**config.mk**
```make
export PLATFORM = sky130hd
export DESIGN_NAME = clk_div_prog
export DESIGN_NICKNAME = d
export VERILOG_FILES = /design/src/rtl/clk_div_prog.sv
export SDC_FILE = /design/constraint.sdc
export NUM_CORES = 1
export LEC_CHECK = 0
export BUFFER_PORTS_ARGS = -buffer_cell sky130_fd_sc_hd__buf_2
export CAP_MARGIN = 20
export CORE_MARGIN = 3
export CORE_UTILIZATION = 45
export DETAILED_ROUTE_END_ITERATION = 6
export GPL_ROUTABILITY_DRIVEN = 0
export GPL_TIMING_DRIVEN = 0
export PLACE_DENSITY = 0.59
export SLEW_MARGIN = 20
export SYNTH_ARGS = -nofsm -noshare
export SYNTH_HDL_FRONTEND = slang
export SYNTH_SLANG_ARGS = --single-unit
```
**constraint.sdc**
```tcl
create_clock -name clk -period 5.4 [get_ports clk]
set_input_delay 1.08 -clock clk [delete_from_list [all_inputs] [get_ports clk]]
set_output_delay 1.08 -clock clk [all_outputs]
set_load 0.01 [all_outputs]
```
**src/rtl/clk_div_prog.sv**
```systemverilog
// Programmable clock divider: one-cycle tick every D enabled cycles plus a divided clock `out`
// (50% toggle of period 2*D, or a PWM of period D when CLK_DIV_DUTY_EN is defined).
// Outputs are registered (one edge after wrap); en=0 freezes counting, and loads wait in the shadow register until the next wrap.
module clk_div_prog #(
    parameter int W        = 24,
    parameter int DIV_INIT = 6000000
) (
    input  logic         clk,
    input  logic         rst_n,
    input  logic         en,
    input  logic [W-1:0] div_in,
    input  logic         div_load,
`ifdef CLK_DIV_DUTY_EN
    input  logic [W-1:0] duty,
`endif
    output logic         div_pending,
    output logic         tick,
    output logic         out
);

    localparam logic [W-1:0] DIV_RST = W'(DIV_INIT);
`ifdef CLK_DIV_DUTY_EN
    localparam logic [W-1:0] DUTY_RST = W'(DIV_INIT / 2);
`endif

    logic [W-1:0] cnt, cnt_nx;
    logic [W-1:0] div, div_nx;
    logic [W-1:0] shadow, shadow_nx;
    logic         pend_nx;
    logic         tick_nx;
    logic         out_nx;
    logic         halted;
    logic         wrap;

`ifdef CLK_DIV_DUTY_EN
    logic [W-1:0] duty_act, duty_act_nx;
    logic [W-1:0] duty_sh, duty_sh_nx;
`endif

    // D==0 is decoded on its own so div-1 is never evaluated as an underflow.
    assign halted = (div == '0);
    assign wrap   = en && !halted && (cnt == div - W'(1));

    always_comb begin
        cnt_nx    = cnt;
        div_nx    = div;
        shadow_nx = shadow;
        pend_nx   = div_pending;
        tick_nx   = 1'b0;
        out_nx    = out;
`ifdef CLK_DIV_DUTY_EN
        duty_act_nx = duty_act;
        duty_sh_nx  = duty_sh;
`endif
        if (halted) begin
            cnt_nx  = '0;
            out_nx  = 1'b0;
            pend_nx = 1'b0;
            if (div_load) begin
                div_nx = div_in;
`ifdef CLK_DIV_DUTY_EN
                duty_act_nx = duty;
`endif
            end
        end else begin
            if (div_load && !wrap) begin
                shadow_nx = div_in;
                pend_nx   = 1'b1;
`ifdef CLK_DIV_DUTY_EN
                duty_sh_nx = duty;
`endif
            end
            if (en) begin
                if (wrap) begin
                    cnt_nx  = '0;
                    tick_nx = 1'b1;
                    // A load coinciding with wrap bypasses the shadow entirely.
                    if (div_load) begin
                        div_nx  = div_in;
                        pend_nx = 1'b0;
`ifdef CLK_DIV_DUTY_EN
                        duty_act_nx = duty;
`endif
                    end else if (div_pending) begin
                        div_nx  = shadow;
                        pend_nx = 1'b0;
`ifdef CLK_DIV_DUTY_EN
                        duty_act_nx = duty_sh;
`endif
                    end
`ifndef CLK_DIV_DUTY_EN
                    out_nx = (div_nx == '0) ? 1'b0 : ~out;
`endif
                end else begin
                    cnt_nx = cnt + W'(1);
                end
`ifdef CLK_DIV_DUTY_EN
                out_nx = (div_nx == '0) ? 1'b0 : (cnt_nx < duty_act_nx);
`endif
            end
        end
    end

    always_ff @(posedge clk or negedge rst_n) begin
        if (!rst_n) begin
            cnt         <= '0;
            div         <= DIV_RST;
            shadow      <= '0;
            div_pending <= 1'b0;
            tick        <= 1'b0;
            out         <= 1'b0;
        end else begin
            cnt         <= cnt_nx;
            div         <= div_nx;
            shadow      <= shadow_nx;
            div_pending <= pend_nx;
            tick        <= tick_nx;
            out         <= out_nx;
        end
    end

`ifdef CLK_DIV_DUTY_EN
    always_ff @(posedge clk or negedge rst_n) begin
        if (!rst_n) begin
            duty_act <= DUTY_RST;
            duty_sh  <= '0;
        end else begin
            duty_act <= duty_act_nx;
            duty_sh  <= duty_sh_nx;
        end
    end
`endif

endmodule

```
; Yosys cells after proc, flatten, opt, wreduce, memory -nomap -nowiden
; Index checks and enable logic that the tools add are counted.
[word_totals]
wordCells = 49
reg_bits = 75
in_bits = 28
[classes]
eq_ne = 2
addsub = 2
n_reduce_logical = 12
bitwise_logic = 2
n_mux = 25
[op_table]
columns = op, count
row1 = $mux W24, 12
row2 = $logic_not A24 Y1, 2
row3 = $add A24 B1 Y24 const B, 1
row4 = $eq A24 B24 Y1, 1
row5 = $sub A24 B1 Y24 const B, 1
row6 = $mux W1, 13
row7 = $reduce_and A2 Y1, 2
row8 = $reduce_bool A2 Y1, 2
row9 = $logic_and A1 B1 Y1, 3
row10 = $reduce_and A3 Y1, 1
row11 = $logic_not A1 Y1, 2
row12 = $ne A2 B2 Y1 const B, 1
row13 = $not A1 Y1, 2

; Depth between registers and ports, before layout
; Gate-level depths: netlist (run 1).
[depth]
word_depth = 12
mapped_depth = 11
mapped_depth_nobuf = 10

; Least setup slack after synthesis (run 1)
; No wires, ideal clock.
[synth_timing]
path_kind = flip-flop to flip-flop
startpoint = reg div[0]
endpoint = reg div[12]
t_required_ns = 5.275
arrival_time_ns = 3.088
period_less_slack_ns = 3.213
slack_ns = 2.187
stages_incl_launch_ff = 12
path_cell_list = dfrtp_1 inv_1 ha_1 nor3b_1 nand4b_1 or2_2 xnor2_1 a211oi_1 o2111ai_4 o21ai_4 buf_8 mux2_4
[synth_between]
elab_chain_len = 6
word_cells_on_any_way = 11
cone_classes = 1 x add/sub / 2 x eq/ne / 1 x mux / 7 x reduce/logical
[synth_lines]
columns = element, line_no
row1 = start: declaration, 27  ; logic [W-1:0] div, div_nx;
row2 = start signal: assignment, 114  ; div <= div_nx;
row3 = branches (longest 6 deep; another with $sub A24 B1 Y24), -
; Several ways; the timed one is not identified.
; A chain may end at the register's enable or synchronous reset.

; Worst setup path in the final report (run 1)
[layout_timing]
startpoint = reg div[0]
endpoint = reg div[14]
; The elaborated chain is that of the path after synthesis.

==> results by group, run 1 <==
Outcome
  • Status: complete, no violations

Floorplanning
  • Row count: 38
  • Initial core utilization: 47.0%
  • Die Width: 114 um
  • Ports: 31
  • Core Area: 11100 um2
  • Die Ht: 114 um
  • Die ar.: 12900 um2

Worst setup path
  • Crit path max-delay family: simple AND/OR/NAND/NOR gates
  • Slowest cell on the critical path: nor3b_1
  • Worst Setup End Kind: register
  • CP Buf/Inv Count: 2
  • Top fanout value on the critical path: 10
  • Max stage delay on crit path: 0.78 ns
  • Worst EP arrival: 4.50 ns
  • CP Launch Type: register
  • Critical-path cell list: inv_1, ha_1, nor3b_1, nand4b_1, or2_2, nor4b_1, o2111ai_4, o21ai_4, buf_8, mux2_4
  • Setup CP Type: reg2reg
  • CP Data Required Time: 5.63 ns

Detailed routing
  • Antenna viol nets, final: 0
  • Pre-antenna DRT Iters: 4
  • Via/cell ratio: 5.89
  • Post-route DRC: 0
  • WL final: 14700 um
  • Routed via count: 4408
  • Wire length per cell: 19.6 um
  • Starting DRC count in detailed routing: 368

Clocking
  • H-Tree Level Count: 3
  • CTS Hold Bufs: 0
  • Clock-pin slew on the worst setup and hold paths: 0.06 ns
  • Post-CTS sizing: 0
  • Setup bufs post-CTS: 0
  • Skew-Pair Late Insertion Delay: 0.35 ns
  • Clock tree buffer depth: 2
  • Clk sinks: 75
  • Cts bufs inserted: 9
  • CTS tree: done
  • CTS Root Buffer Type: clkbuf_16

Synth
  • Yosys reg bits: 75
  • Main flop type after synthesis: dfrtp_1
  • Mapped Area: 5210 um2
  • Number of synthesized flops with an enable pin: 0
  • Synth async-reset ratio: 100%
  • Syn Nets: 596
  • Gate Count Post-Synth: 565
  • Post-Syn Area per Cell: 9.21 um2
  • Netlist cell types: 59
  • Seq/Total Area, Yosys: 36.3%
  • Number of synthesis warnings: 0

STA
  • Crit path time final: 4.28 ns
  • WHS: 0.513 ns
  • Max_slew headroom: 38.0%
  • Setup violations, final: 0
  • Period utilization: 79.2%
  • Setup Skew: 0.0154 ns
  • Max-slew violation count: 0
  • Final Hold Vio Count: 0
  • Slew @ Worst Pin: 0.928 ns
  • RSZ-0062 raised after global routing: false
  • Highest clock rate: 234 MHz
  • TNS Setup: 0 ns

Global route
  • Vias in the first global route: 4488
  • Largest net degree at the start of global routing: 43
  • Grt ovf: 0
  • GR Util All Layers: 23.9%
  • Antenna violations before repair: 0
  • First-pass GRT wire length: 23900 um

Power
  • Cell Pwr Density: 311 nW/um2
  • Seq pwr share: 40.5%
  • Leakage: 2.72 nW
  • VDD IR-drop max: 0.151 mV
  • Clock power frac: 34.1%
  • Switching Fraction: 33.3%
  • Combinational group share of total power: 25.4%
  • P_int: 1.21 mW
  • Switching power: 0.605 mW

Run
  • Max Cap Viol: 0

Cells and area
  • Share of layout cells above drive strength 1: 19.9%
  • Multi-input gate area: 3070 um2
  • Sequential Area: 1890 um2
  • Nets: 636
  • Filler Cell Count: 1041
  • Most frequent cells in the layout: nand2_1 (110), dfrtp_1 (65), mux2_4 (36)
  • Commonest non-fill, non-tap cell in the layout: nand2_1
  • Area grow syn2layout: 12.3%
  • Ant diodes: 0

Placement
  • Number of port buffers: 28
  • HPWL after detailed placement: 10800 um

Worst hold path
  • Hold WC Path Type: reg2reg
## per-stage QoR
stage / instance area [um2] / instances / util, % / worst slack, ns / power (mW)
2_1_floorplan: 5210 / 565 / - / 2.19 / 1.05
3_3_place_gp: 5520 / 733 / 49.8 / 1.19 / 1.18
3_5_place_dp: 5550 / 734 / 50.1 / 1.27 / 1.20
4_1_cts: 5850 / 749 / 52.8 / 1.24 / 1.82
5_1_grt: 5850 / 749 / 52.8 / 0.899 / 1.91
6_report: 5850 / 749 / 52.8 / 1.12 / 1.82
## registers in the layout, indices dropped and copies added, names as in the netlist
register and count:
cnt 24, div 24, out 1, div_pending 1
tick 1, shadow 24
## worst paths after layout
| path | from | end | depth (start not counted) | slack [ns] |
|---|---|---|---|---|
| min | shadow[2]$_DFFE_PN0P_ | shadow[2]$_DFFE_PN0P_ | 1 | 0.51 |
| max in group asynchronous | rst_n | div[15]$_DFFE_PN1P_ | 2 | 4.06 |
| min in group asynchronous | rst_n | shadow[12]$_DFFE_PN0P_ | 1 | 0.68 |
| max reg2reg | div[0]$_DFFE_PN0P_ | div[14]$_DFFE_PN0P_ | 10 | 1.12 |
| max | div[0]$_DFFE_PN0P_ | div[14]$_DFFE_PN0P_ | 10 | 1.12 |
| min reg2reg | shadow[2]$_DFFE_PN0P_ | shadow[2]$_DFFE_PN0P_ | 1 | 0.51 |
## logic make-up (layout without fill, tap and decap cells)
group / after synthesis / in the layout / synth area share, %
mux: 77 / 77 / 18.5
buf+inv: 51 / 95 / 4.76
simple gates: 249 / 249 / 23.8
xor+xnor: 37 / 37 / 6.22
compound gates: 73 / 73 / 9.76
flops: 75 / 75 / 36.3
fa+ha+maj: 3 / 3 / 0.721
## power groups by stage
stage	sequential, mW	combinational, mW	clock (mW)
3_3_place_gp	0.737	0.444	0
4_1_cts	0.732	0.459	0.629
5_1_grt	0.743	0.513	0.652
2_1_floorplan	0.705	0.348	0
6_report	0.736	0.462	0.619
3_5_place_dp	0.740	0.457	0
## cell type report
cell class	instances	share of cell area, %
inverter	23	1.48
clock buffer	11	4.15
multi-input combinational	439	52.5
sequential	75	32.3
timing repair buffer	29	2.91
buffer	28	2.76
tap	140	3.00
clock inverter	4	0.899
## routing by layer
| layer | track usage (%) | wire length, um | up-vias |
|---|---|---|---|
| li1 | - | - | 2080 |
| met1 | 33.7 | 7030 | 2163 |
| met2 | 36.5 | 6520 | 143 |
| met3 | 4.03 | 741 | 22 |
| met4 | 9.86 | 383 | 0 |
| met5 | 0 | 0 | - |
## cells in the mapped netlist (2+ instances only)
master | instances | share of area [%]
a211oi_1 | 4 | 0.58
a21boi_0 | 3 | 0.43
a21oi_1 | 7 | 0.67
a311oi_1 | 2 | 0.34
a31oi_1 | 7 | 0.84
a32oi_1 | 2 | 0.34
and2_1 | 4 | 0.48
and3_1 | 3 | 0.36
and4_1 | 2 | 0.34
buf_1 | 2 | 0.14
buf_2 | 3 | 0.29
buf_8 | 4 | 1.2
clkbuf_1 | 18 | 1.3
dfrtp_1 | 65 | 31
dfstp_2 | 10 | 5.0
ha_1 | 3 | 0.72
inv_1 | 23 | 1.7
mux2_2 | 9 | 1.9
mux2_4 | 36 | 10
mux2i_1 | 32 | 6.2
nand2_1 | 110 | 7.9
nand2b_1 | 4 | 0.48
nand3_1 | 16 | 1.5
nand3b_1 | 6 | 0.87
nand4_1 | 16 | 1.9
nand4b_1 | 2 | 0.34
nor2_1 | 35 | 2.5
nor2b_1 | 2 | 0.24
nor3_1 | 10 | 0.96
nor4_1 | 17 | 2.0
nor4_2 | 2 | 0.48
nor4b_1 | 3 | 0.50
o21ai_0 | 31 | 3.0
o22ai_1 | 2 | 0.24
o311ai_0 | 3 | 0.50
or2_2 | 3 | 0.36
or3_1 | 3 | 0.36
or4_1 | 4 | 0.58
or4_4 | 2 | 0.43
xnor2_1 | 21 | 3.5
xor2_1 | 16 | 2.7
Power figures use the tool's default switching activity.
==> run 2, diff against run 1 <==
- ABC_AREA: unset -> 1
- clock period: 5.4 -> 4.3 ns (I/O delays scaled with it)
==> results by group, run 2 <==
Cells and area
  • Final instance area: 6120 um2 (+4.7%)
  • Area grow syn2layout: 11.8%
  • Nets: 887 (+39%)
  • Multi-input gate area: 3100 um2 (+1.1%)
  • Most frequent cells in the layout: nand2_1 (285), nor2_1 (89), dfrtp_1 (65)
  • Ant diodes: 0 (unchanged)
  • Filler Cell Count: 1198 (+15%)
  • Commonest non-fill, non-tap cell in the layout: nand2_1
  • Final Util: 52.5% (-0.27 points)
  • Sequential Area: 1890 um2 (unchanged)
  • Share of layout cells above drive strength 1: 10.5% (-9.4 points)
  • Post-Layout Cell Count: 1003 (+34%)
  • Biggest regs: cnt: 24 flops, div: 24 flops, shadow: 24 flops

STA
  • RSZ-0062 raised after global routing: false
  • Slew @ Worst Pin: 0.750 ns (-0.178 ns)
  • Setup violations, final: 0 (unchanged)
  • Period utilization: 67.0% (-12 points)
  • Setup Skew: 0.0141 ns (-0.00129 ns)
  • Max-slew violation count: 0 (unchanged)
  • Highest clock rate: 347 MHz (+49%)
  • Final Hold Vio Count: 0 (unchanged)
  • TNS Setup: 0 ns (unchanged)
  • Max_slew headroom: 50.0% (+12 points)
  • Crit path time final: 2.88 ns (-1.40 ns)

Global route
  • First-pass GRT wire length: 26600 um (+11%)
  • Largest net degree at the start of global routing: 45 (+4.7%)
  • Vias in the first global route: 5299 (+18%)
  • Grt ovf: 0 (unchanged)
  • GR Util All Layers: 25.5% (+1.5 points)
  • Antenna violations before repair: 0 (unchanged)

Worst setup path
  • R2r setup slk: 1.42 ns (+0.30 ns)
  • Worst EP arrival: 3.11 ns (-1.39 ns)
  • Worst Setup End Kind: register
  • Reg2Reg Launch Point: div[0]$_DFFE_PN0P_
  • Worst R2R End: cnt[9]$_DFFE_PN0P_
  • CP Launch Type: register
  • Reg2reg path depth: 15 (+5)
  • Max stage delay on crit path: 0.40 ns (-0.38 ns)
  • Slowest cell on the critical path: dfrtp_1
  • Setup CP Type: reg2reg
  • Critical-path cell list: inv_1, ha_1, nand2_2, nor2_4, nand4_1, nand3_1, nand2_1, inv_1, nand2_1, nor2_1, nand3_1, buf_6, nand2_2, buf_4, nor2_1
  • Top fanout value on the critical path: 10 (unchanged)
  • CP Data Required Time: 4.53 ns (-1.10 ns)
  • CP Launch Point: div[0]$_DFFE_PN0P_

Placement
  • Placed Area: 5840 um2 (+5.2%)
  • Number of port buffers: 30 (+7.1%)
  • HPWL after detailed placement: 12700 um (+17%)
  • Placed cell count: 988 (+35%)

Synth
  • Post-synth top area share: 29.7% (-1.6 points)
  • Post-Syn Area per Cell: 6.73 um2 (-27%)
  • Simple-gate portion of the synthesized area: 39.6% (+16 points)
  • Number of synthesis warnings: 0 (unchanged)
  • Syn Nets: 845 (+42%)
  • Synth cell count leaders: nand2_1 (285), nor2_1 (89), dfrtp_1 (65)
  • Synth async-reset ratio: 100% (unchanged)
  • Synth Area in Compound Gates: 9.89% (+0.13 points)
  • Post-synthesis adder-cell area fraction: 0.685% (-0.036 points)
  • Post-synthesis xor/xnor area fraction: 5.85% (-0.38 points)
  • Largest family of logic cells by synthesized area: simple AND/OR/NAND/NOR gates
  • Yosys reg bits: 75 (unchanged)
  • Multiplexer area fraction after synthesis: 0.617% (-18 points)
  • Cell taking the most area after synthesis: dfrtp_1
  • Seq/Total Area, Yosys: 34.5% (-1.8 points)
  • Number of synthesized flops with an enable pin: 0 (unchanged)
  • Most numerous cell in the Yosys netlist: nand2_1
  • Top cells by area, synth: dfrtp_1 (30%), nand2_1 (20%), nor2_1 (6.1%), nand4_1 (5.3%), dfstp_2 (4.8%)
  • Netlist cell types: 36 (-39%)
  • Mapped Area: 5480 um2 (+5.2%)
  • Main flop type after synthesis: dfrtp_1
  • Gate Count Post-Synth: 814 (+44%)

Clocking
  • Clk sinks: 75 (unchanged)
  • CTS tree: done
  • Post-CTS sizing: 0 (unchanged)
  • Setup bufs post-CTS: 0 (unchanged)
  • H-Tree Level Count: 3 (unchanged)
  • Cts bufs inserted: 9 (unchanged)
  • Skew-Pair Late Insertion Delay: 0.36 ns (about the same)
  • Clock tree buffer depth: 2 (unchanged)
  • CTS Root Buffer Type: clkbuf_16
  • Clock-pin slew on the worst setup and hold paths: 0.06 ns (about the same)
  • CTS Hold Bufs: 0 (unchanged)

Floorplanning
  • Initial core utilization: 47.0% (about the same)
  • Ports: 31 (unchanged)
  • Row count: 39 (+2.6%)
  • Core Area: 11700 um2 (+5.3%)
  • Die Ht: 116 um (+2.4%)
  • Die Width: 116 um (+2.4%)
  • Die ar.: 13500 um2 (+5.0%)

Power
  • Leakage: 3.08 nW (+13%)
  • VDD IR-drop max: 0.148 mV (-2.1%)
  • Total power: 1.98 mW (+9.0%)
  • Switching power: 0.619 mW (+2.3%)
  • Seq pwr share: 43.0% (+2.5 points)
  • Cell Pwr Density: 323 nW/um2 (+4.1%)
  • Switching Fraction: 31.2% (-2.1 points)
  • P_int: 1.36 mW (+12%)
  • Clock power frac: 38.1% (+4.0 points)
  • Combinational group share of total power: 18.9% (-6.5 points)

Detailed routing
  • Routed via count: 5433 (+23%)
  • Starting DRC count in detailed routing: 370 (+0.54%)
  • Post-route DRC: 0 (unchanged)
  • Wire length per cell: 16.2 um (-17%)
  • Antenna viol nets, final: 0 (unchanged)
  • WL final: 16200 um (+11%)
  • Via/cell ratio: 5.42 (-8.0%)
  • Pre-antenna DRT Iters: 5 (+1)

Worst hold path
  • Hold WC Path Type: in2async

Run
  • Max Cap Viol: 0 (unchanged)

Outcome
  • Status: complete, no violations
[run 2: cells by family after synthesis]
| group | Yosys count |
|---|---|
| buffers and inverters | 111 |
| AOI/OAI and AO/OA | 87 |
| adders and majority gates | 3 |
| and+or+nand+nor | 500 |
| DFF | 75 |
| xor gates and xnor gates | 35 |
| muxes | 3 |
[run 2: cell type report]
cell class	count	share of cell area [%]
repair buffers	31	2.94
well taps	143	2.92
clock inverters	5	0.919
flip-flops and latches	75	30.9
multi-input cells	628	50.7
inverters	65	3.98
clock buffers	10	3.74
plain buffers	46	3.96
[run 2: power by group through the flow]
stage	registers, mW	clock network, mW	logic, mW
after global routing	0.861	0.798	0.430
after floorplan	0.834	0	0.274
after detailed placement	0.861	0	0.370
after CTS	0.849	0.765	0.373
after global placement	0.859	0	0.360
final	0.851	0.755	0.374
[run 2: worst max path at each step]
stage	end	slack, ns	cells after the start
after floorplan	shadow[22]$_DFFE_PN0P_	2.16	13
after global placement	cnt[7]$_DFFE_PN0P_	1.50	15
after detailed placement	cnt[9]$_DFFE_PN0P_	1.43	15
after CTS	cnt[9]$_DFFE_PN0P_	1.40	15
after global routing	cnt[9]$_DFFE_PN0P_	1.17	15
final	cnt[9]$_DFFE_PN0P_	1.42	15
[run 2: stage by stage]
step	setup WS, ns	hold WS [ns]
after floorplan	2.16	0.442
after global routing	1.17	0.500
final	1.42	0.460
after detailed placement	1.43	0.463
after CTS	1.40	0.475
after global placement	1.50	0.460
[run 2: layer usage]
layer	track usage [%]	part of all wire [%]
met5	0	0
met4	10.8	3.5
met3	3.68	3.8
met2	43.0	46
met1	32.5	46
[run 2: critical path, delay by kind of cell (launching register included)]
family | cells | cell delay, ns
flip-flops | 1 | 0.40
buffers and inverters | 4 | 0.68
adder cells (fa/ha/maj) | 1 | 0.24
AND/OR/NAND/NOR | 10 | 1.43
==> run 3, diff against run 2 <==
- clock period: 4.3 -> 2.7 ns (I/O delays scaled with it)
==> results by group, run 3 (synthesized netlist as in run 2, its figures left out) <==
Cells and area
  • Sequential Area: 1890 um2 (unchanged)
  • Area grow syn2layout: 13.5%
  • Share of layout cells above drive strength 1: 12.3% (+1.8 points)
  • Biggest regs: cnt: 24 flops, div: 24 flops, shadow: 24 flops
  • Ant diodes: 0 (unchanged)
  • Commonest non-fill, non-tap cell in the layout: nand2_1
  • Final instance area: 6220 um2 (+1.5%)
  • Filler Cell Count: 1193 (-0.42%)
  • Multi-input gate area: 3140 um2 (+1.0%)
  • Nets: 891 (+0.45%)
  • Final Util: 53.3% (+0.80 points)
  • Most frequent cells in the layout: nand2_1 (285), nor2_1 (87), dfrtp_1 (65)

Worst setup path
  • Levels on crit path: 9 (-6)
  • Slowest cell on the critical path: dfstp_2
  • Reg2Reg Launch Point: div[8]$_DFFE_PN1P_
  • Worst Setup End Kind: register
  • CP Data Required Time: 2.99 ns (-1.54 ns)
  • Top fanout value on the critical path: 10 (unchanged)
  • Worst R2R End: shadow[21]$_DFFE_PN0P_
  • R2r setup slk: 0.18 ns (-1.24 ns)
  • Critical Path Most Common Cell: buf_2
  • Critical-path cell list: nor2_1, nand2_1, nor2_4, nand3_1, buf_2, buf_2, buf_2, nand4_1, nand2_1
  • Max stage delay on crit path: 0.60 ns (+0.20 ns)
  • CP Launch Point: div[8]$_DFFE_PN1P_
  • Crit path max-delay family: buffers and inverters
  • Reg2reg path depth: 9 (-6)
  • Setup CP Type: reg2reg
  • CP endpoint: shadow[21]$_DFFE_PN0P_
  • Worst EP arrival: 2.80 ns (-0.31 ns)
  • CP Launch Type: register
  • CP Buf/Inv Count: 3 (-1)

Power
  • Switching power: 0.990 mW (+60%)
  • Seq pwr share: 42.9% (about the same)
  • Combinational group share of total power: 19.2% (+0.3 points)
  • VDD IR-drop max: 0.236 mV (+59%)
  • Switching Fraction: 31.3% (about the same)
  • Leakage: 3.13 nW (+1.6%)
  • P_int: 2.18 mW (+60%)
  • Cell Pwr Density: 509 nW/um2 (+57%)
  • Clock power frac: 37.9% (-0.2 points)

Clocking
  • CTS tree: done
  • H-Tree Level Count: 3 (unchanged)
  • Clk sinks: 75 (unchanged)
  • CTS Root Buffer Type: clkbuf_16
  • Clock tree buffer depth: 2 (unchanged)
  • CTS Hold Bufs: 0 (unchanged)
  • Cts bufs inserted: 9 (unchanged)
  • Clock-pin slew on the worst setup and hold paths: 0.06 ns (about the same)
  • Skew-Pair Late Insertion Delay: 0.36 ns (about the same)

Placement
  • Setup WS pre-CTS: -0.174 ns (-1.60 ns)
  • HPWL after detailed placement: 12700 um (unchanged)
  • Number of port buffers: 30 (unchanged)
  • Placed Area: 5840 um2 (unchanged)

Global route
  • Grt ovf: 0 (unchanged)
  • GR Util All Layers: 25.6% (+0.12 points)
  • Antenna violations before repair: 0 (unchanged)
  • Vias in the first global route: 5330 (+0.59%)
  • First-pass GRT wire length: 26700 um (+0.49%)
  • Largest net degree at the start of global routing: 45 (unchanged)

STA
  • Highest clock rate: 398 MHz (+14%)
  • Crit path time final: 2.52 ns (-0.363 ns)
  • Final Hold Vio Count: 0 (unchanged)
  • Final worst slack: 0.185 ns (-1.24 ns)
  • Period utilization: 93.2% (+26 points)
  • Setup Skew: 0.0140 ns (-0.000103 ns)
  • Max_slew headroom: 57.9% (+7.9 points)
  • Max-slew violation count: 0 (unchanged)
  • Setup violations, final: 0 (unchanged)
  • Slew @ Worst Pin: 0.632 ns (-0.118 ns)

Floorplanning
  • Initial core utilization: 47.0% (unchanged)
  • Die Ht: 116 um (unchanged)
  • Die ar.: 13500 um2 (unchanged)
  • Row count: 39 (unchanged)
  • Ports: 31 (unchanged)
  • Core Area: 11700 um2 (unchanged)
  • Die Width: 116 um (unchanged)

Outcome
  • Status: complete, no violations

Run
  • Max Cap Viol: 0 (unchanged)

Detailed routing
  • Pre-antenna DRT Iters: 7 (+2)
  • Antenna viol nets, final: 0 (unchanged)
  • Via/cell ratio: 5.42 (about the same)
  • Wire length per cell: 16.2 um (+0.30%)
  • WL final: 16300 um (+0.70%)
  • Starting DRC count in detailed routing: 343 (-7.3%)
  • Routed via count: 5456 (+0.42%)
  • Post-route DRC: 0 (unchanged)

Worst hold path
  • Hold WC Path Type: in2async
## run 3: changes by cell type in the layout (fill, tap and decap cells not counted), sizes merged
cell | previous run | this run
clkbuf | 33 | 37
## run 3: metrics by stage
| step | setup TNS [ns] | power [mW] | hold WS, ns | std cells |
|---|---|---|---|---|
| floorplan | 0 | 1.76 | 0.244 | 814 |
| global placement | -1.82 | 1.94 | 0.460 | 987 |
| detailed placement | -3.07 | 1.96 | 0.463 | 988 |
| CTS | 0 | 3.17 | 0.155 | 1005 |
| global route | -0.388 | 3.34 | 0.180 | 1007 |
| finish | 0 | 3.17 | 0.139 | 1007 |
## run 3: how the worst min path moves through the flow
stage	from	to	slack, ns	cells after the start
6_report	rst_n	tick$_DFF_PN0_	0.14	1
3_3_place_gp	shadow[23]$_DFFE_PN0P_	shadow[23]$_DFFE_PN0P_	0.46	2
3_5_place_dp	shadow[14]$_DFFE_PN0P_	shadow[14]$_DFFE_PN0P_	0.46	2
4_1_cts	rst_n	tick$_DFF_PN0_	0.16	1
2_1_floorplan	rst_n	cnt[0]$_DFFE_PN0P_	0.24	0
5_1_grt	rst_n	cnt[16]$_DFFE_PN0P_	0.18	1
## run 3: power by group through the flow
| stage | logic, mW | clock network [mW] | registers, mW |
|---|---|---|---|
| 2_1_floorplan | 0.436 | 0 | 1.33 |
| 6_report | 0.609 | 1.20 | 1.36 |
| 3_5_place_dp | 0.590 | 0 | 1.37 |
| 4_1_cts | 0.599 | 1.22 | 1.35 |
| 5_1_grt | 0.699 | 1.27 | 1.37 |
| 3_3_place_gp | 0.573 | 0 | 1.37 |
## run 3: layout make-up
| cell class | instances | share of cell area (%) |
|---|---|---|
| Clock inverter | 5 | 0.906 |
| Tap cell | 143 | 2.88 |
| Timing Repair Buffer | 36 | 3.50 |
| Multi-Input combinational cell | 628 | 50.4 |
| Buffer | 45 | 4.29 |
| Inverter | 65 | 3.92 |
| Clock buffer | 10 | 3.68 |
| Sequential cell | 75 | 30.4 |
## run 3: metal layers
metal	routed length, um	vias up	global-route usage [%]	part of all wire (%)
met5	0	-	0	0
met4	532	0	10.9	3.3
met3	588	31	3.47	3.6
met2	7720	137	43.4	47
met1	7510	2522	32.7	46
li1	-	2766	-	-
## run 3: repair_timing
item	CTS	global route
resized for setup	5	17
setup endpoints to repair	49	71
pin swaps	1	1
gates cloned	0	0
buffers inserted	2	3
